[config.mk]
export PLATFORM = sky130hd
export DESIGN_NAME = i2c_slave_rx
export DESIGN_NICKNAME = d
export VERILOG_FILES = /design/src/rtl/i2c_slave_rx.sv
export SDC_FILE = /design/constraint.sdc
export NUM_CORES = 1
export LEC_CHECK = 0
export ABC_AREA = 0
export CAP_MARGIN = 25
export CORE_ASPECT_RATIO = 1.25
export CORE_MARGIN = 10
export CORE_UTILIZATION = 58
export DETAILED_ROUTE_END_ITERATION = 12
export GPL_TIMING_DRIVEN = 0
export PLACE_DENSITY = 0.82
export SLEW_MARGIN = 20
export SYNTH_ARGS = -nofsm -noshare
export SYNTH_HDL_FRONTEND = slang
export SYNTH_SLANG_ARGS = --single-unit
[constraint.sdc]
create_clock -name clk -period 4.73 [get_ports clk]
set_input_delay 0.946 -clock clk [delete_from_list [all_inputs] [get_ports clk]]
set_output_delay 0.946 -clock clk [all_outputs]
set_load 0.005 [all_outputs]
[src/rtl/i2c_slave_rx.sv]
// I2C target-side write receiver: oversampled SCL/SDA, START/STOP detection,
// 7-bit address match with ACK, and a byte stream out to the fabric.
module i2c_slave_rx #(
  parameter logic [6:0] SLAVE_ADDR  = 7'h50,
  parameter int         SYNC_STAGES = 2
) (
  input  logic       clk,
  input  logic       rst,
  input  logic       scl_in,
  input  logic       sda_in,
  output logic       sda_oe,
  input  logic       rx_ready,
  output logic [7:0] rx_data,
  output logic       rx_valid,
  output logic       busy,
  output logic       start_det,
  output logic       stop_det
);

  typedef enum logic [2:0] {
    IDLE, ADDR, ADDR_ACK, DATA, DATA_ACK, IGNORE
  } state_t;

  logic [SYNC_STAGES-1:0] scl_sync_q, scl_sync_d;
  logic [SYNC_STAGES-1:0] sda_sync_q, sda_sync_d;
  logic                   scl_hist_q, sda_hist_q;
  logic                   scl_s, sda_s;
  logic                   scl_rise, scl_fall, start_cond, stop_cond;
  logic                   bit_rx, byte_done;

  state_t     state_q, state_d;
  logic [3:0] cnt_q, cnt_d;
  logic [7:0] shift_q, shift_d;
  logic [7:0] rx_data_q, rx_data_d;
  logic       sda_oe_q, sda_oe_d;
  logic       rx_valid_q, rx_valid_d;
  logic       busy_q, busy_d;
  logic       start_det_q, start_det_d;
  logic       stop_det_q, stop_det_d;

  // Bit 0 is the newest sample; the top stage feeds edge detection.
  always_comb begin
    scl_sync_d = {scl_sync_q[SYNC_STAGES-2:0], scl_in};
    sda_sync_d = {sda_sync_q[SYNC_STAGES-2:0], sda_in};
  end

  assign scl_s      = scl_sync_q[SYNC_STAGES-1];
  assign sda_s      = sda_sync_q[SYNC_STAGES-1];
  assign scl_rise   = scl_s & ~scl_hist_q;
  assign scl_fall   = ~scl_s & scl_hist_q;
  assign start_cond = scl_s & sda_hist_q & ~sda_s;
  assign stop_cond  = scl_s & ~sda_hist_q & sda_s;
  assign bit_rx     = scl_rise & ((state_q == ADDR) | (state_q == DATA)) & (cnt_q < 4'd8);
  assign byte_done  = scl_fall & (cnt_q == 4'd8);

  always_comb begin
    state_d     = state_q;
    cnt_d       = cnt_q;
    shift_d     = shift_q;
    rx_data_d   = rx_data_q;
    sda_oe_d    = sda_oe_q;
    rx_valid_d  = 1'b0;
    busy_d      = busy_q;
    start_det_d = 1'b0;
    stop_det_d  = 1'b0;

    if (start_cond) begin
      start_det_d = 1'b1;
      sda_oe_d    = 1'b0;
      busy_d      = 1'b0;
      cnt_d       = 4'd0;
      state_d     = ADDR;
    end else if (stop_cond) begin
      stop_det_d = 1'b1;
      sda_oe_d   = 1'b0;
      busy_d     = 1'b0;
      state_d    = IDLE;
    end else begin
      if (bit_rx) begin
        shift_d = {shift_q[6:0], sda_s};
        cnt_d   = cnt_q + 4'd1;
      end
      case (state_q)
        ADDR: if (byte_done) begin
          if (shift_q[7:1] == SLAVE_ADDR && !shift_q[0]) begin
            sda_oe_d = 1'b1;
            busy_d   = 1'b1;
            state_d  = ADDR_ACK;
          end else begin
            sda_oe_d = 1'b0;
            state_d  = IGNORE;
          end
        end
        ADDR_ACK, DATA_ACK: if (scl_fall) begin
          sda_oe_d = 1'b0;
          cnt_d    = 4'd0;
          state_d  = DATA;
        end
        DATA: if (byte_done) begin
          // A byte the fabric cannot take is NACKed and the rest of the write dropped.
          if (rx_ready) begin
            rx_data_d  = shift_q;
            rx_valid_d = 1'b1;
            sda_oe_d   = 1'b1;
            state_d    = DATA_ACK;
          end else begin
            sda_oe_d = 1'b0;
            busy_d   = 1'b0;
            state_d  = IGNORE;
          end
        end
        IGNORE:  sda_oe_d = 1'b0;
        default: ;
      endcase
    end
  end

  always_ff @(posedge clk or posedge rst) begin
    if (rst) begin
      scl_sync_q  <= '1;
      sda_sync_q  <= '1;
      scl_hist_q  <= 1'b1;
      sda_hist_q  <= 1'b1;
      state_q     <= IDLE;
      cnt_q       <= 4'd0;
      shift_q     <= 8'h00;
      rx_data_q   <= 8'h00;
      sda_oe_q    <= 1'b0;
      rx_valid_q  <= 1'b0;
      busy_q      <= 1'b0;
      start_det_q <= 1'b0;
      stop_det_q  <= 1'b0;
    end else begin
      scl_sync_q  <= scl_sync_d;
      sda_sync_q  <= sda_sync_d;
      scl_hist_q  <= scl_s;
      sda_hist_q  <= sda_s;
      state_q     <= state_d;
      cnt_q       <= cnt_d;
      shift_q     <= shift_d;
      rx_data_q   <= rx_data_d;
      sda_oe_q    <= sda_oe_d;
      rx_valid_q  <= rx_valid_d;
      busy_q      <= busy_d;
      start_det_q <= start_det_d;
      stop_det_q  <= stop_det_d;
    end
  end

  assign sda_oe    = sda_oe_q;
  assign rx_data   = rx_data_q;
  assign rx_valid  = rx_valid_q;
  assign busy      = busy_q;
  assign start_det = start_det_q;
  assign stop_det  = stop_det_q;

endmodule

Word level (Yosys, flattened, before mapping)
Cells that the tools add are included.
- register bits: 34
- output and inout bits: 13
- input bits: 5
- logic and storage cells: 90
- magnitude comparators: 1
- equal/unequal tests: 13
- bitwise operators: 16
- add/subtract/negate cells: 1
- reduce and logical (&&, ||, !) cells: 11
- muxes and demuxes: 35
- operators by type and width (cell ; count):
    2-to-1 mux 1 bit ; 21
    2-to-1 mux 4 bit ; 5
    2-to-1 mux 3 bit ; 6
    inequality test 4 bit (second input constant) ; 4
    AND reduction 5 bit ; 2
    AND 1 bit ; 9
    case mux 3 bit (3 select lines) ; 1
    AND reduction 4 bit ; 2
    equality test 7 bit (second input constant) ; 1
    equality test 3 x 2 -> 1 bit (second input constant) ; 2
    equality test 3 bit (second input constant) ; 2
    inverter 1 bit ; 6
    nonzero test 6 bit ; 1
    nonzero test 5 bit ; 1
    adder 4 x 1 -> 4 bit (second input constant) ; 1
    equality test 4 bit (second input constant) ; 1
    less-than comparator 4 bit (second input constant) ; 1
    inequality test 4 x 3 -> 1 bit (second input constant) ; 1
    case mux 1 bit (4 select lines) ; 1
    nonzero test 4 bit ; 1
    equality test 3 x 1 -> 1 bit (second input constant) ; 1
    AND reduction 3 bit ; 1
    inequality test 2 bit (second input constant) ; 1
    case mux 1 bit (2 select lines) ; 1
    4 further kinds ; 4

Depth between registers and ports, before layout
- word-level depth: 9
- mapped depth: 6
- mapped depth without buffers: 6

Worst setup path before layout
No wires, ideal clock.
- path type: input-to-reg
- start point: input rx_ready
- end point: register rx_data_q[0] (netlist: rx_data[0])
- cell stages on the path: 3
- setup slack: 2.916 ns
- data required time: 4.605 ns
- arrival: 1.689 ns
- library setup time: 0.125 ns
- path through: nand4_1 -> nor2_4 -> mux2_2
- longest elaborated chain between the ends: 1
- ends and longest elaborated chain (what ; RTL line ; text):
    start, declared ; 12 ; input logic rx_ready,
    AND reduction 5 bit (no line) ; - ;
    end signal, assigned ; 141 ; rx_data_q <= rx_data_d;
    end, declared ; 34 ; logic [7:0] rx_data_q, rx_data_d;
No other way between the ends.
A chain may end at the register's enable or synchronous reset.

Worst setup path after layout
- start point: register busy_q (netlist: busy)
- end point: output busy
- RTL lines (what ; RTL line ; text):
    start, declared ; 37 ; logic busy_q, busy_d;
    start signal, assigned ; 144 ; busy_q <= busy_d;
    end, declared ; 15 ; output logic busy,
No word-level cell between the ends.

==> flow_metrics.env <==
export IMPL_worst_setup_path_type="reg -> out"
export IMPL_crit_chain="clkdlybuf4s50_1"
export IMPL_drc=0
export IMPL_setup_slack_ns=2.56
export IMPL_ant_nets=0
export IMPL_setup_viol=0
export IMPL_nNetsFinal=159
export IMPL_hp_class="reg -> reg"
export IMPL_power_leakage_nw=0.801
export IMPL_ys_seq_area_share_pct=55.1
export IMPL_drt_pass1_iter_count=4
export IMPL_synth_edf_count=0
export IMPL_viasPerCell=5.83
export IMPL_startpoint="busy$_DFFE_PP0P_"
export IMPL_grt_max_degree=35
export IMPL_path_delay_family="buffers and inverters"
export IMPL_ctsHoldBuffers=0
export IMPL_synth_adder_area_share_pct=1.61
export IMPL_core_area_mm2=0.00250
export IMPL_drv_cap=0
export IMPL_timing_rr_start="scl_hist_q$_DFF_PP1_"
export IMPL_netlist_area_mm2=0.00156
export IMPL_initial_core_util_pct=62.2
export IMPL_cp_num_cells=1
export IMPL_hpwlAfterDp_um=2200
export IMPL_avgSynthCellArea_um2=12.2
export IMPL_fin_skew_ns=0.0178
export IMPL_grt_pass1_vias=1086
export IMPL_track_usage_pct=12.7
export IMPL_ys_seq_elements=34
export IMPL_cts_buffers=5
export IMPL_dieArea_mm2=0.00517
export IMPL_synthSimpleGateAreaFrac_pct=15.5
export IMPL_synthToLayoutAreaGrowth_pct=17.4
export IMPL_period_needed_ns=2.17
export IMPL_synthArstFlopShare_pct=100
export IMPL_syn_num_nets=135
export IMPL_die_y_um=77.9
export IMPL_final_hold_viol_count=0
export IMPL_grt_ovfl_total=0
export IMPL_antenna_found_initial=0
export IMPL_power_density_mw_per_mm2=359
export IMPL_insertion_delay_ns=0.33
export IMPL_hold_path_startpoint="sda_sync_q[0]$_DFF_PP1_"
export IMPL_required_ns=3.78
export IMPL_cts_resized=0
export IMPL_setup_worst_path_start_class="register"
export IMPL_synth_top_flop_cell="dfrtp_1"
export IMPL_rr_endpoint="rx_data[5]$_DFFE_PP0P_"
export IMPL_drt_iter0_markers=32
export IMPL_max_slew_margin_pct=54.1
export IMPL_portBuffers=17
export IMPL_wl_per_cell_um=16.0
export IMPL_path_buf_inv=1
export IMPL_synth_area_mux_share_pct=13.5
export IMPL_cp_slowest_cell="clkdlybuf4s50_1"
export IMPL_fmax_ghz=0.460
export IMPL_synth_compound_area_share_pct=10.3
export IMPL_fin_crit_sh_pct=45.9
export IMPL_rsz0062_at_grt="no"
export IMPL_max_stage_delay_ns=0.51
export IMPL_num_vias=1085
export IMPL_endpoint_kind="output pin"
export IMPL_maxSlewViolCount=0
export IMPL_synth_xor_area_share_pct=1.12
export IMPL_finalPower_mw=0.656
export IMPL_n_antenna_cell=0
export IMPL_crit_end="busy"
export IMPL_cts_setup_buffers=0
export IMPL_cts_tree="yes"
export IMPL_htree_num_levels=2
export IMPL_ys_warn_count=0
export IMPL_max_slew_worst_pin_slew_ns=0.688
export IMPL_syn_inst=128
export IMPL_outcome="finished, final reports clean"
export IMPL_setup_tns_final_ns=0
export IMPL_grt_pass1_wl_um=5170
export IMPL_worstRegToRegCells=4
export IMPL_post_synth_num_cell_types=39
export IMPL_clk_pin_slew_ns=0.11
export IMPL_gp_congestion=0.908
export IMPL_fp_dieW_um=66.4
export IMPL_clockBufferDepth=2
export IMPL_synth_top_family_by_area="simple AND/OR/NAND/NOR gates"
export IMPL_r2r_slack_ns=2.77
export IMPL_place_ws_ns=2.27
export IMPL_clkSinkCount=34
export IMPL_ioPinCount=18
export IMPL_crit_arrival_ns=1.23
export IMPL_placementRows=20
export IMPL_max_vdd_ir_drop_mv=0.277
export IMPL_drive_gt1_share_pct=26.1
export IMPL_critPathMaxFanout=3
export IMPL_postRouteWirelength_um=2980
export IMPL_ctsRootBufferMaster="clkbuf_4"
==> cell families after synthesis <==
logic type      Yosys count
compound gates           25
xor+xnor                  2
fa+ha+maj                 2
flops                    34
simple gates             35
buf+inv                  11
mux                      19
==> how the worst min path moves through the flow <==
stage / to / slack, ns / cells after the start
3_5_place_dp: sda_sync_q[1]$_DFF_PP1_ / 0.35 / 0
5_1_grt: scl_sync_q[1]$_DFF_PP1_ / 0.37 / 0
2_1_floorplan: scl_sync_q[1]$_DFF_PP1_ / 0.35 / 0
3_3_place_gp: scl_sync_q[1]$_DFF_PP1_ / 0.35 / 0
4_1_cts: sda_sync_q[1]$_DFF_PP1_ / 0.36 / 0
6_report: sda_sync_q[1]$_DFF_PP1_ / 0.36 / 0
==> power by group <==
group / switching, mW / leakage, nW / internal, mW / total [mW]
Combinational: 0.0468 / 0.335 / 0.0667 / 0.114
Sequential: 0.0428 / 0.431 / 0.337 / 0.379
Clock: 0.0912 / 0.0353 / 0.0720 / 0.163
==> worst register-to-register path, delay by kind of cell (launching register included) <==
family        cells  cell delay (ns)
flops             1             0.54
simple gates      3             0.93
mux               1             0.38
==> metal layers <==
layer	share of wire [%]	vias to the layer above	global-route usage, %
met3	6.5	10	5.46
met5	0	-	0
met1	40	540	14.5
met4	3.1	0	6.72
met2	50	28	19.6
li1	-	507	-
==> cells in the mapped netlist (3+ instances only) <==
library cell  instances  area [um2]
a21oi_1               7        35.0
dfstp_2               6         158
mux2i_1               3        30.0
nand3_1               5        25.0
inv_1                 7        26.3
o21ai_0               7        35.0
mux2_2               16         180
a31oi_1               3        18.8
and3b_1               3        26.3
nor2_1                4        15.0
dfrtp_1              28         701
nand2_1               4        15.0
==> final cells by class <==
class	count	area, um2
fill	170	673
buffer	4	18.8
multi-input combinational	83	654
tap	33	41.3
clock inverter	1	5.00
clock buffer	7	55.1
sequential	34	858
timing repair buffer	17	170
inverter	7	26.3
==> cell usage in the layout (no fill, tap or decap), types with 2 or more instances in the layout <==
master           Yosys  layout
nor3b_1              2       2
dfstp_2              6       6
dfrtp_1             28      28
clkdlybuf4s50_1      0      17
o211ai_1             2       2
and3b_1              3       3
nor2_1               4       4
buf_2                2       2
nor2b_1              2       2
clkbuf_1             1       2
o21ai_0              7       7
nand4_1              2       2
nand3_1              5       5
mux2_2              16      16
clkbuf_4             0       5
a31oi_1              3       3
xor2_1               2       2
ha_1                 2       2
mux2i_1              3       3
a21oi_1              7       7
inv_1                7       6
nand2b_1             2       2
nand2_1              4       4
==> sequential cells by signal, summed over array words and instances (netlist names) <==
name / flops
sda_hist_q: 1
scl_hist_q: 1
start_det: 1
sda_oe: 1
state_q: 3
cnt_q: 4
busy: 1
sda_sync_q: 2
shift_q: 8
scl_sync_q: 2
stop_det: 1
rx_valid: 1
rx_data: 8
==> through the flow <==
| stage | util [%] | hold slack [ns] | instance area, um2 | cells |
|---|---|---|---|---|
| after global placement | 70.7 | 0.346 | 1770 | 178 |
| after CTS | 73.1 | 0.362 | 1830 | 186 |
| after floorplan | - | 0.345 | 1560 | 128 |
| final | 73.1 | 0.361 | 1830 | 186 |
| after global routing | 73.1 | 0.367 | 1830 | 186 |
| after detailed placement | 70.7 | 0.348 | 1770 | 178 |
(Power assumes the default switching activity.)
